**src/rtl/hmac_msg_sequencer_pkg.sv**
```systemverilog
// Shared constants for the HMAC-384 message sequencer: FSM encodings, block
// geometry, padding byte and the length-field helper.
package hmac_seq_pkg;

    localparam logic [2:0] ST_IDLE  = 3'd0;
    localparam logic [2:0] ST_FILL  = 3'd1;
    localparam logic [2:0] ST_ISSUE = 3'd2;
    localparam logic [2:0] ST_WAIT  = 3'd3;
    localparam logic [2:0] ST_DONE  = 3'd4;

    localparam int         BLOCK_WORDS = 32;
    localparam int         LEN_WORD0   = 28;
    localparam logic [7:0] PAD_BYTE    = 8'h80;

    // Bit length of the message plus the offset for blocks already hashed.
    function automatic logic [127:0] len_field(input logic [127:0] nbytes,
                                               input logic [127:0] ofs);
        return (nbytes << 3) + ofs;
    endfunction

endpackage

```
**src/rtl/hmac_msg_sequencer_if.sv**
```systemverilog
// Word-stream interface from the message source into the sequencer.
// valid/ready: a word transfers on a rising clk edge where msg_valid_i and
// msg_ready_o are both high; the source holds data/last/bytes stable until then.
interface hmac_msg_sequencer_if;
    logic        msg_valid_i;
    logic        msg_ready_o;
    logic [31:0] msg_data_i;
    logic        msg_last_i;
    logic [2:0]  msg_bytes_i;

    modport master (output msg_valid_i, msg_data_i, msg_last_i, msg_bytes_i,
                    input  msg_ready_o);
    modport slave  (input  msg_valid_i, msg_data_i, msg_last_i, msg_bytes_i,
                    output msg_ready_o);
endinterface

```
**src/rtl/hmac_msg_sequencer_pad.sv**
```systemverilog
// Final-word formatter: keeps the first nbytes bytes (big-endian), places the
// 0x80 pad byte right after them and zeroes the rest.
module hmac_pad_word
    import hmac_seq_pkg::*;
(
    input  logic [31:0] data_i,
    input  logic [2:0]  nbytes_i,
    output logic [31:0] word_o
);
    always_comb begin
        word_o = '0;
        for (int b = 0; b < 4; b++) begin
            if (3'(b) < nbytes_i) begin
                word_o[31-8*b -: 8] = data_i[31-8*b -: 8];
            end else if (3'(b) == nbytes_i) begin
                word_o[31-8*b -: 8] = PAD_BYTE;
            end
        end
    end
endmodule

```
**src/rtl/hmac_msg_sequencer.sv**
```systemverilog
// Packs a 32-bit word stream into 1024-bit SHA-384 blocks with padding and
// length, and sequences init/next commands to hmac_core.
module hmac_msg_sequencer
    import hmac_seq_pkg::*;
#(
    parameter int CNT_W   = 32,
    parameter int LEN_OFS = 1024
) (
    input  logic                clk,
    input  logic                reset_n,
    input  logic                start_i,
    hmac_msg_sequencer_if.slave msg_if,
    output logic                core_init_o,
    output logic                core_next_o,
    output logic [1023:0]       core_block_o,
    input  logic                core_ready_i,
    output logic                busy_o,
    output logic                done_o,
    output logic                error_o,
    output logic [2:0]          state_o
);
    localparam int SUM_W = CNT_W + 1;

    logic [2:0]        state_q, state_d;
    logic [0:31][31:0] buf_q, buf_d;
    logic [4:0]        idx_q, idx_d;
    logic [CNT_W-1:0]  cnt_q, cnt_d;
    logic              first_q, first_d, final_q, final_d;
    logic              pad_pend_q, pad_pend_d, marker_q, marker_d;
    logic              error_q, error_d, wait1_q, wait1_d;

    logic [31:0]       pad_word;
    logic [CNT_W:0]    cnt_sum;
    logic [5:0]        mark_pos;
    logic              full_last, bad_bytes;
    logic [127:0]      len_fill, len_wait;

    hmac_pad_word u_pad (
        .data_i  (msg_if.msg_data_i),
        .nbytes_i(msg_if.msg_bytes_i),
        .word_o  (pad_word)
    );

    assign full_last = msg_if.msg_last_i && (msg_if.msg_bytes_i == 3'd4);
    assign bad_bytes = msg_if.msg_last_i && (msg_if.msg_bytes_i > 3'd4);
    assign cnt_sum   = {1'b0, cnt_q} + (msg_if.msg_last_i ? SUM_W'(msg_if.msg_bytes_i) : SUM_W'(4));
    // Word that receives 0x80: the next one when the last word is full.
    assign mark_pos  = {1'b0, idx_q} + (full_last ? 6'd1 : 6'd0);
    assign len_fill  = len_field(128'(cnt_sum[CNT_W-1:0]), 128'(LEN_OFS));
    assign len_wait  = len_field(128'(cnt_q), 128'(LEN_OFS));

    always_comb begin
        state_d    = state_q;
        buf_d      = buf_q;
        idx_d      = idx_q;
        cnt_d      = cnt_q;
        first_d    = first_q;
        final_d    = final_q;
        pad_pend_d = pad_pend_q;
        marker_d   = marker_q;
        error_d    = error_q;
        wait1_d    = wait1_q;
        case (state_q)
            ST_IDLE: if (start_i) begin
                state_d    = ST_FILL;
                buf_d      = '0;
                idx_d      = '0;
                cnt_d      = '0;
                error_d    = 1'b0;
                first_d    = 1'b1;
                final_d    = 1'b0;
                pad_pend_d = 1'b0;
                marker_d   = 1'b0;
            end
            ST_FILL: if (msg_if.msg_valid_i) begin
                if (bad_bytes || cnt_sum[CNT_W]) begin
                    error_d = 1'b1;
                    state_d = ST_IDLE;
                end else begin
                    cnt_d        = cnt_sum[CNT_W-1:0];
                    buf_d[idx_q] = msg_if.msg_last_i ? pad_word : msg_if.msg_data_i;
                    if (!msg_if.msg_last_i) begin
                        if (idx_q == 5'(BLOCK_WORDS-1)) begin
                            state_d    = ST_ISSUE;
                            final_d    = 1'b0;
                            pad_pend_d = 1'b0;
                        end else begin
                            idx_d = idx_q + 5'd1;
                        end
                    end else begin
                        if (full_last && idx_q != 5'(BLOCK_WORDS-1)) begin
                            buf_d[idx_q + 5'd1] = {PAD_BYTE, 24'h0};
                        end
                        // Length fits only if the pad byte sits before the length words.
                        if (mark_pos <= 6'(LEN_WORD0-1)) begin
                            buf_d[LEN_WORD0 +: 4] = len_fill;
                            final_d               = 1'b1;
                            pad_pend_d            = 1'b0;
                        end else begin
                            final_d    = 1'b0;
                            pad_pend_d = 1'b1;
                            marker_d   = (mark_pos == 6'(BLOCK_WORDS));
                        end
                        state_d = ST_ISSUE;
                    end
                end
            end
            ST_ISSUE: begin
                first_d = 1'b0;
                wait1_d = 1'b1;
                state_d = ST_WAIT;
            end
            ST_WAIT: if (wait1_q) begin
                wait1_d = 1'b0;
            end else if (core_ready_i) begin
                if (final_q) begin
                    state_d = ST_DONE;
                end else if (pad_pend_q) begin
                    buf_d = '0;
                    if (marker_q) buf_d[0] = {PAD_BYTE, 24'h0};
                    buf_d[LEN_WORD0 +: 4] = len_wait;
                    final_d    = 1'b1;
                    pad_pend_d = 1'b0;
                    marker_d   = 1'b0;
                    state_d    = ST_ISSUE;
                end else begin
                    buf_d   = '0;
                    idx_d   = '0;
                    state_d = ST_FILL;
                end
            end
            ST_DONE: state_d = ST_IDLE;
            default: state_d = ST_IDLE;
        endcase
    end

    always_ff @(posedge clk or negedge reset_n) begin
        if (!reset_n) begin
            state_q    <= ST_IDLE;
            buf_q      <= '0;
            idx_q      <= '0;
            cnt_q      <= '0;
            first_q    <= 1'b0;
            final_q    <= 1'b0;
            pad_pend_q <= 1'b0;
            marker_q   <= 1'b0;
            error_q    <= 1'b0;
            wait1_q    <= 1'b0;
        end else begin
            state_q    <= state_d;
            buf_q      <= buf_d;
            idx_q      <= idx_d;
            cnt_q      <= cnt_d;
            first_q    <= first_d;
            final_q    <= final_d;
            pad_pend_q <= pad_pend_d;
            marker_q   <= marker_d;
            error_q    <= error_d;
            wait1_q    <= wait1_d;
        end
    end

    // Outputs decode straight from state so reset clears them asynchronously.
    assign msg_if.msg_ready_o = (state_q == ST_FILL);
    assign core_init_o        = (state_q == ST_ISSUE) && first_q;
    assign core_next_o        = (state_q == ST_ISSUE) && !first_q;
    assign core_block_o       = buf_q;
    assign busy_o             = (state_q != ST_IDLE);
    assign done_o             = (state_q == ST_DONE);
    assign error_o            = error_q;
    assign state_o            = state_q;

endmodule

```
**src/flat_wrapper.sv**
```systemverilog
// flat-port wrapper written by rule: the top's interface ports become plain ports
module hmac_msg_sequencer_flat import hmac_seq_pkg::*;
#(
    parameter int CNT_W   = 32,
    parameter int LEN_OFS = 1024
)
  (clk, reset_n, start_i, core_init_o, core_next_o, core_block_o, core_ready_i, busy_o, done_o, error_o, state_o, msg_if_msg_valid_i, msg_if_msg_data_i, msg_if_msg_last_i, msg_if_msg_bytes_i, msg_if_msg_ready_o);
  hmac_msg_sequencer_if msg_if_i ();
  input  logic clk;
  input  logic reset_n;
  input  logic start_i;
  output logic core_init_o;
  output logic core_next_o;
  output logic [1023:0] core_block_o;
  input  logic core_ready_i;
  output logic busy_o;
  output logic done_o;
  output logic error_o;
  output logic [2:0] state_o;
  input wire logic [$bits(msg_if_i.msg_valid_i)-1:0] msg_if_msg_valid_i;
  input wire logic [$bits(msg_if_i.msg_data_i)-1:0] msg_if_msg_data_i;
  input wire logic [$bits(msg_if_i.msg_last_i)-1:0] msg_if_msg_last_i;
  input wire logic [$bits(msg_if_i.msg_bytes_i)-1:0] msg_if_msg_bytes_i;
  output wire logic [$bits(msg_if_i.msg_ready_o)-1:0] msg_if_msg_ready_o;
  assign msg_if_i.msg_valid_i = msg_if_msg_valid_i;
  assign msg_if_i.msg_data_i = msg_if_msg_data_i;
  assign msg_if_i.msg_last_i = msg_if_msg_last_i;
  assign msg_if_i.msg_bytes_i = msg_if_msg_bytes_i;
  assign msg_if_msg_ready_o = msg_if_i.msg_ready_o;
  hmac_msg_sequencer #(.CNT_W(CNT_W), .LEN_OFS(LEN_OFS)) u_core (.clk(clk), .reset_n(reset_n), .start_i(start_i), .msg_if(msg_if_i), .core_init_o(core_init_o), .core_next_o(core_next_o), .core_block_o(core_block_o), .core_ready_i(core_ready_i), .busy_o(busy_o), .done_o(done_o), .error_o(error_o), .state_o(state_o));
endmodule
```
**config.mk**
```make
export PLATFORM = sky130hd
export DESIGN_NAME = hmac_msg_sequencer_flat
export DESIGN_NICKNAME = d
export VERILOG_FILES = /design/src/rtl/hmac_msg_sequencer_pkg.sv /design/src/rtl/hmac_msg_sequencer_if.sv /design/src/rtl/hmac_msg_sequencer_pad.sv /design/src/rtl/hmac_msg_sequencer.sv /design/src/flat_wrapper.sv
export SDC_FILE = /design/constraint.sdc
export NUM_CORES = 2
export LEC_CHECK = 0
export ABC_AREA = 1
export CAP_MARGIN = 20
export CORE_AREA = 2 2 416 418
export CTS_CLUSTER_DIAMETER = 60
export DETAILED_ROUTE_END_ITERATION = 8
export DIE_AREA = 0 0 418 420
export DONT_BUFFER_PORTS = 1
export PLACE_DENSITY = 0.55
export SKIP_CTS_REPAIR_TIMING = 1
export SYNTH_ARGS = -nofsm -noshare
export SYNTH_HDL_FRONTEND = slang
export SYNTH_SLANG_ARGS = --single-unit
export TNS_END_PERCENT = 10
```
**constraint.sdc**
```tcl
create_clock -name clk -period 3.3 [get_ports clk]
set_input_delay 0.165 -clock clk [delete_from_list [all_inputs] [get_ports clk]]
set_output_delay 0.165 -clock clk [all_outputs]
set_load 0.02 [all_outputs]
```
==> flow_summary.html <==
<table>
<tr><th>Metric</th><th>Value</th></tr>
<tr><th colspan="2">STA</th></tr>
<tr><td>Unrepaired setup endpoints after global routing</td><td>false</td></tr>
<tr><td>Hold_ws</td><td>-0.0176 ns</td></tr>
<tr><td>Max_slew headroom</td><td>0.246</td></tr>
<tr><td>Pins Over Slew Limit</td><td>0</td></tr>
<tr><td>Setup TNS Final</td><td>0 ns</td></tr>
<tr><td>Final min period</td><td>between 3 and 4 ns</td></tr>
<tr><td>Share of the cycle needed by the critical path after routing</td><td>0.923</td></tr>
<tr><td>Timing-limited maximum frequency</td><td>roughly 330 MHz</td></tr>
<tr><td>Transition time of the tightest slew-check pin</td><td>approximately 1.1 ns</td></tr>
<tr><td>Post-route clock skew</td><td>approximately 0.047 ns</td></tr>
<tr><td># setup viols final</td><td>0</td></tr>
<tr><td>Number of hold-slack violations in the final timing report</td><td>8</td></tr>
<tr><th colspan="2">Routing</th></tr>
<tr><td>Number of remaining DRC errors</td><td>0</td></tr>
<tr><td>Average routed wire per standard cell</td><td>between 20 and 30 um</td></tr>
<tr><td>Initial DRT Pass Iterations</td><td>5</td></tr>
<tr><td>Total number of vias</td><td>approximately 44000</td></tr>
<tr><td>Detailed Route WL</td><td>~240000 um</td></tr>
<tr><td>Drt via density</td><td>~5.4</td></tr>
<tr><td>Post-route antenna net violation count</td><td>0</td></tr>
<tr><td>Initial drt markers</td><td>around 4900</td></tr>
<tr><th colspan="2">Clock tree</th></tr>
<tr><td>Clock root buffer</td><td>sky130_fd_sc_hd__clkbuf_16</td></tr>
<tr><td># H-tree levels</td><td>4</td></tr>
<tr><td>TritonCTS clock tree</td><td>done</td></tr>
<tr><td>Number of buffers on the longest clock path</td><td>3</td></tr>
<tr><td>Sink Count</td><td>~1100</td></tr>
<tr><td>Clock transition at path regs</td><td>~0.060 ns</td></tr>
<tr><td>Clock latency at the later pin of the worst-skew pair</td><td>roughly 0.82 ns</td></tr>
<tr><td>Total CTS buffers</td><td>130</td></tr>
<tr><th colspan="2">Final layout</th></tr>
<tr><td>Syn-to-layout area delta</td><td>18.6%</td></tr>
<tr><td>Number of fill cells</td><td>17229</td></tr>
<tr><td>Fraction of final layout cells sized beyond drive strength 1</td><td>0.180</td></tr>
<tr><td>Total area of multi-input combinational cells</td><td>0.0184 mm^2</td></tr>
<tr><td>Number of nets in the layout</td><td>about 5900</td></tr>
<tr><td>Total area of sequential cells</td><td>about 0.027 mm^2</td></tr>
<tr><th colspan="2">Setup path</th></tr>
<tr><td>Maximum fanout along the worst path</td><td>11</td></tr>
<tr><td>Kind of start point of the critical path</td><td>flip-flop</td></tr>
<tr><td>Critical path data arrival time</td><td>3.74 ns</td></tr>
<tr><td>Worst setup path category</td><td>reg2reg</td></tr>
<tr><td>Crit. End Element</td><td>flip-flop</td></tr>
<tr><td>Critical Path RT</td><td>4.00 ns</td></tr>
<tr><th colspan="2">Yosys</th></tr>
<tr><td>Ys flop type</td><td>sky130_fd_sc_hd__dfrtp_1</td></tr>
<tr><td>Cells after synthesis</td><td>5827</td></tr>
<tr><td>Synthesized area</td><td>around 0.052 mm^2</td></tr>
<tr><td>Seq/Total Area, Yosys</td><td>0.517</td></tr>
<tr><td>Number of warnings issued by yosys</td><td>0</td></tr>
<tr><td>Async set or reset register ratio after synthesis</td><td>1.00</td></tr>
<tr><td>Mapped Avg Cell Area</td><td>slightly below 9 um^2</td></tr>
<tr><td>Number of enable flip-flop cells after synthesis</td><td>0</td></tr>
<tr><td>Total nets after synthesis</td><td>5883</td></tr>
<tr><td>#FFs+latches synth</td><td>approximately 1100</td></tr>
<tr><td>Distinct cell type count after synthesis</td><td>56</td></tr>
<tr><th colspan="2">Floorplanning</th></tr>
<tr><td>Die H</td><td>420 um</td></tr>
<tr><td>Floorplan die width</td><td>~420 um</td></tr>
<tr><td>Standard cell core area</td><td>0.171 mm^2</td></tr>
<tr><td>Initial Utilization</td><td>0.303</td></tr>
<tr><td>Total I/O pin count</td><td>approximately 1100</td></tr>
<tr><td>Die footprint</td><td>0.176 mm^2</td></tr>
<tr><td>Number of placement rows</td><td>~150</td></tr>
<tr><th colspan="2">Pwr</th></tr>
<tr><td>Total power draw</td><td>52.7 mW</td></tr>
<tr><td>Seq pwr share</td><td>0.292</td></tr>
<tr><td>Fraction of power consumed by the clock network</td><td>0.287</td></tr>
<tr><td>Leakage power summed over all cells</td><td>between 20 and 30 nW</td></tr>
<tr><td>Internal portion of total power</td><td>about 30 mW</td></tr>
<tr><td>Switching pwr</td><td>approximately 22 mW</td></tr>
<tr><td>Pwr Density</td><td>around 860 mW/mm^2</td></tr>
<tr><td>Maximum resistive drop on vdd</td><td>around 0.60 mV</td></tr>
<tr><td>Combinational cell fraction of total power</td><td>0.421</td></tr>
<tr><td>Net switching fraction of the power</td><td>0.422</td></tr>
<tr><th colspan="2">Global route</th></tr>
<tr><td>Number of antenna violations at the first check in global routing</td><td>8</td></tr>
<tr><td>Grt met3 use</td><td>0.0788</td></tr>
<tr><td>Combined global-route utilization of all metal layers</td><td>0.247</td></tr>
<tr><td>Vias in the first global route</td><td>around 41000</td></tr>
<tr><td>Largest net degree at the start of global routing</td><td>102</td></tr>
<tr><td>Most used routing layer in global routing</td><td>met2</td></tr>
<tr><td>First-pass GRT wire length</td><td>just over 300000 um</td></tr>
<tr><td>Met1 routing resource usage after global routing</td><td>0.290</td></tr>
<tr><td>Fraction of met2 tracks used by global routing</td><td>0.403</td></tr>
<tr><td>Total overflow reported by the global router</td><td>0</td></tr>
<tr><th colspan="2">Min path</th></tr>
<tr><td>Worst Hold Class</td><td>in2reg</td></tr>
<tr><th colspan="2">Run status</th></tr>
<tr><td>Outcome</td><td>finished with violations</td></tr>
<tr><td>Violated checks</td><td>hold timing</td></tr>
<tr><th colspan="2">Placement</th></tr>
<tr><td>Final weighted congestion in routability-driven placement</td><td>between 0.9 and 1</td></tr>
<tr><td>Input/output buffers</td><td>0</td></tr>
<tr><td>Post-detail-place hpwl</td><td>between 150000 and 200000 um</td></tr>
<tr><th colspan="2">Flow run</th></tr>
<tr><td>Max-capacitance violation count</td><td>0</td></tr>
</table>
-- cells in the final DEF, fill, tap and decap left out, drive strengths merged, types with 31 or more instances in the layout --
cell type / netlist / final
clkinv: 4 / 31
a211oi: 109 / 109
a21oi: 901 / 902
nand3: 87 / 87
dfrtp: 1070 / 1070
inv: 1167 / 1177
o211ai: 35 / 35
clkbuf: 165 / 208
buf: 340 / 322
nand2: 463 / 463
o22ai: 794 / 794
o21ai: 249 / 249
nor2: 352 / 353
-- per-stage QoR --
stage | cells | hold WS (ns) | instance area (um^2) | util | setup slack [ns]
6_report | 8170 | -0.0176 | 61400 | 0.359 | 0.255
5_1_grt | 8163 | 0.00701 | 61400 | 0.359 | 0.00604
4_1_cts | 8100 | -0.711 | 60100 | 0.351 | 0.0712
3_5_place_dp | 7868 | 0.164 | 55600 | 0.325 | 0.0831
3_3_place_gp | 7868 | 0.164 | 55600 | 0.325 | 0.0663
2_1_floorplan | 5827 | -0.131 | 51800 | - | 0.423
-- cells by family after synthesis --
group	count (synthesis)	share of synthesized area
AND/OR/NAND/NOR	934	0.0779
AO/OA/AOI/OAI	2110	0.261
flip-flops	1070	0.517
adder cells (fa/ha/maj)	15	0.00377
multiplexers	1	0.000217
buffers and inverters	1676	0.137
XOR/XNOR	21	0.00370
-- Yosys cell counts, types with 2 or more instances --
cell	instances	area [um^2]
sky130_fd_sc_hd__a211oi_1	99	743
sky130_fd_sc_hd__a211oi_2	10	125
sky130_fd_sc_hd__a21oi_1	622	3110
sky130_fd_sc_hd__a21oi_2	279	2440
sky130_fd_sc_hd__a31oi_1	3	18.8
sky130_fd_sc_hd__a32oi_1	2	17.5
sky130_fd_sc_hd__buf_2	254	1270
sky130_fd_sc_hd__buf_4	51	383
sky130_fd_sc_hd__buf_6	26	293
sky130_fd_sc_hd__buf_8	7	105
sky130_fd_sc_hd__clkbuf_1	163	612
sky130_fd_sc_hd__clkinv_1	4	15.0
sky130_fd_sc_hd__dfrtp_1	1070	26800
sky130_fd_sc_hd__ha_1	14	175
sky130_fd_sc_hd__inv_1	1157	4340
sky130_fd_sc_hd__inv_2	10	37.5
sky130_fd_sc_hd__nand2_1	425	1600
sky130_fd_sc_hd__nand2_2	25	156
sky130_fd_sc_hd__nand2_4	3	33.8
sky130_fd_sc_hd__nand2_8	10	200
sky130_fd_sc_hd__nand3_1	85	425
sky130_fd_sc_hd__nand3_2	2	20.0
sky130_fd_sc_hd__nand4_1	5	31.3
sky130_fd_sc_hd__nor2_1	331	1240
sky130_fd_sc_hd__nor2_2	14	87.6
sky130_fd_sc_hd__nor2_4	6	67.6
sky130_fd_sc_hd__nor3_1	14	70.1
sky130_fd_sc_hd__nor3b_1	2	15.0
sky130_fd_sc_hd__nor4_1	5	31.3
sky130_fd_sc_hd__o211ai_1	35	263
sky130_fd_sc_hd__o21ai_0	237	1190
sky130_fd_sc_hd__o21ai_1	11	55.1
sky130_fd_sc_hd__o221ai_1	9	78.8
sky130_fd_sc_hd__o22ai_1	728	4550
sky130_fd_sc_hd__o22ai_2	66	826
sky130_fd_sc_hd__o31ai_1	2	15.0
sky130_fd_sc_hd__or2_2	4	25.0
sky130_fd_sc_hd__xnor2_1	2	17.5
sky130_fd_sc_hd__xor2_1	18	158
-- final cells by class --
type | instances | area share
flip-flops and latches | 1070 | 0.436
multi-input cells | 3083 | 0.299
repair buffers | 373 | 0.0744
inverters | 1171 | 0.0718
clock buffers | 183 | 0.0606
well taps | 2233 | 0.0455
clock inverters | 49 | 0.0121
diodes | 8 | 0.000326
-- per-layer routing --
| metal | vias up | wire length [um] | part of all wire |
|---|---|---|---|
| li1 | 19383 | - | - |
| met1 | 22205 | 87900 | 0.37 |
| met2 | 2287 | 112000 | 0.48 |
| met3 | 503 | 23500 | 0.10 |
| met4 | 2 | 12200 | 0.052 |
| met5 | - | 13 | 0.000055 |
-- path summary, 6_finish.rpt --
kind | start | endpoint | slack, ns | cells past startpoint
worst min-delay path | msg_if_msg_data_i[11] | u_core.core_block_o[11] | -0.02 | 6
worst max-delay path | u_core.cnt_q[2] | u_core.core_block_o[26] | 0.26 | 20
worst min register to register | u_core.marker_q | u_core.marker_q | 0.55 | 2
max in group asynchronous | reset_n | u_core.core_block_o[661] | 2.19 | 3
min in group asynchronous | reset_n | u_core.cnt_q[23] | -0.01 | 2
worst max register to register | u_core.cnt_q[2] | u_core.core_block_o[26] | 0.26 | 20
-- power groups by stage --
| stage | clock network (mW) | logic [mW] | registers, mW |
|---|---|---|---|
| floorplan | 0 | 14.3 | 15.2 |
| global placement | 0 | 19.6 | 15.6 |
| detailed placement | 0 | 19.9 | 15.6 |
| CTS | 15.3 | 19.9 | 15.4 |
| global route | 15.8 | 23.6 | 15.4 |
| finish | 15.1 | 22.2 | 15.4 |
-- worst max-delay path: stages, from the launching register on --
cell and delay (ns):
sky130_fd_sc_hd__dfrtp_1 0.39, sky130_fd_sc_hd__ha_1 0.32, sky130_fd_sc_hd__buf_4 0.16, sky130_fd_sc_hd__nand2_1 0.07
sky130_fd_sc_hd__nand2_1 0.07, sky130_fd_sc_hd__nor2_1 0.31, sky130_fd_sc_hd__nor2_1 0.08, sky130_fd_sc_hd__buf_4 0.19
sky130_fd_sc_hd__nand2_1 0.07, sky130_fd_sc_hd__nand2_1 0.04, sky130_fd_sc_hd__nand2_1 0.18, sky130_fd_sc_hd__nand2_1 0.15
sky130_fd_sc_hd__nor2_2 0.14, sky130_fd_sc_hd__nand2_1 0.10, sky130_fd_sc_hd__nor2_4 0.14, sky130_fd_sc_hd__nand2_1 0.06
sky130_fd_sc_hd__nand2_1 0.05, sky130_fd_sc_hd__nor2_1 0.04, sky130_fd_sc_hd__o21ai_1 0.19, sky130_fd_sc_hd__nand2_1 0.08
sky130_fd_sc_hd__o21ai_1 0.09
-- registers in the layout, indices dropped and copies added (netlist names) --
name and flops:
u_core.pad_pend_q 1, u_core.error_o 1, u_core.core_block_o 1024, u_core.first_q 1, u_core.marker_q 1, u_core.wait1_q 1
u_core.state_o 3, u_core.final_q 1, u_core.cnt_q 32, u_core.idx_q 5
No activity file was read; power rests on OpenSTA's default activity.
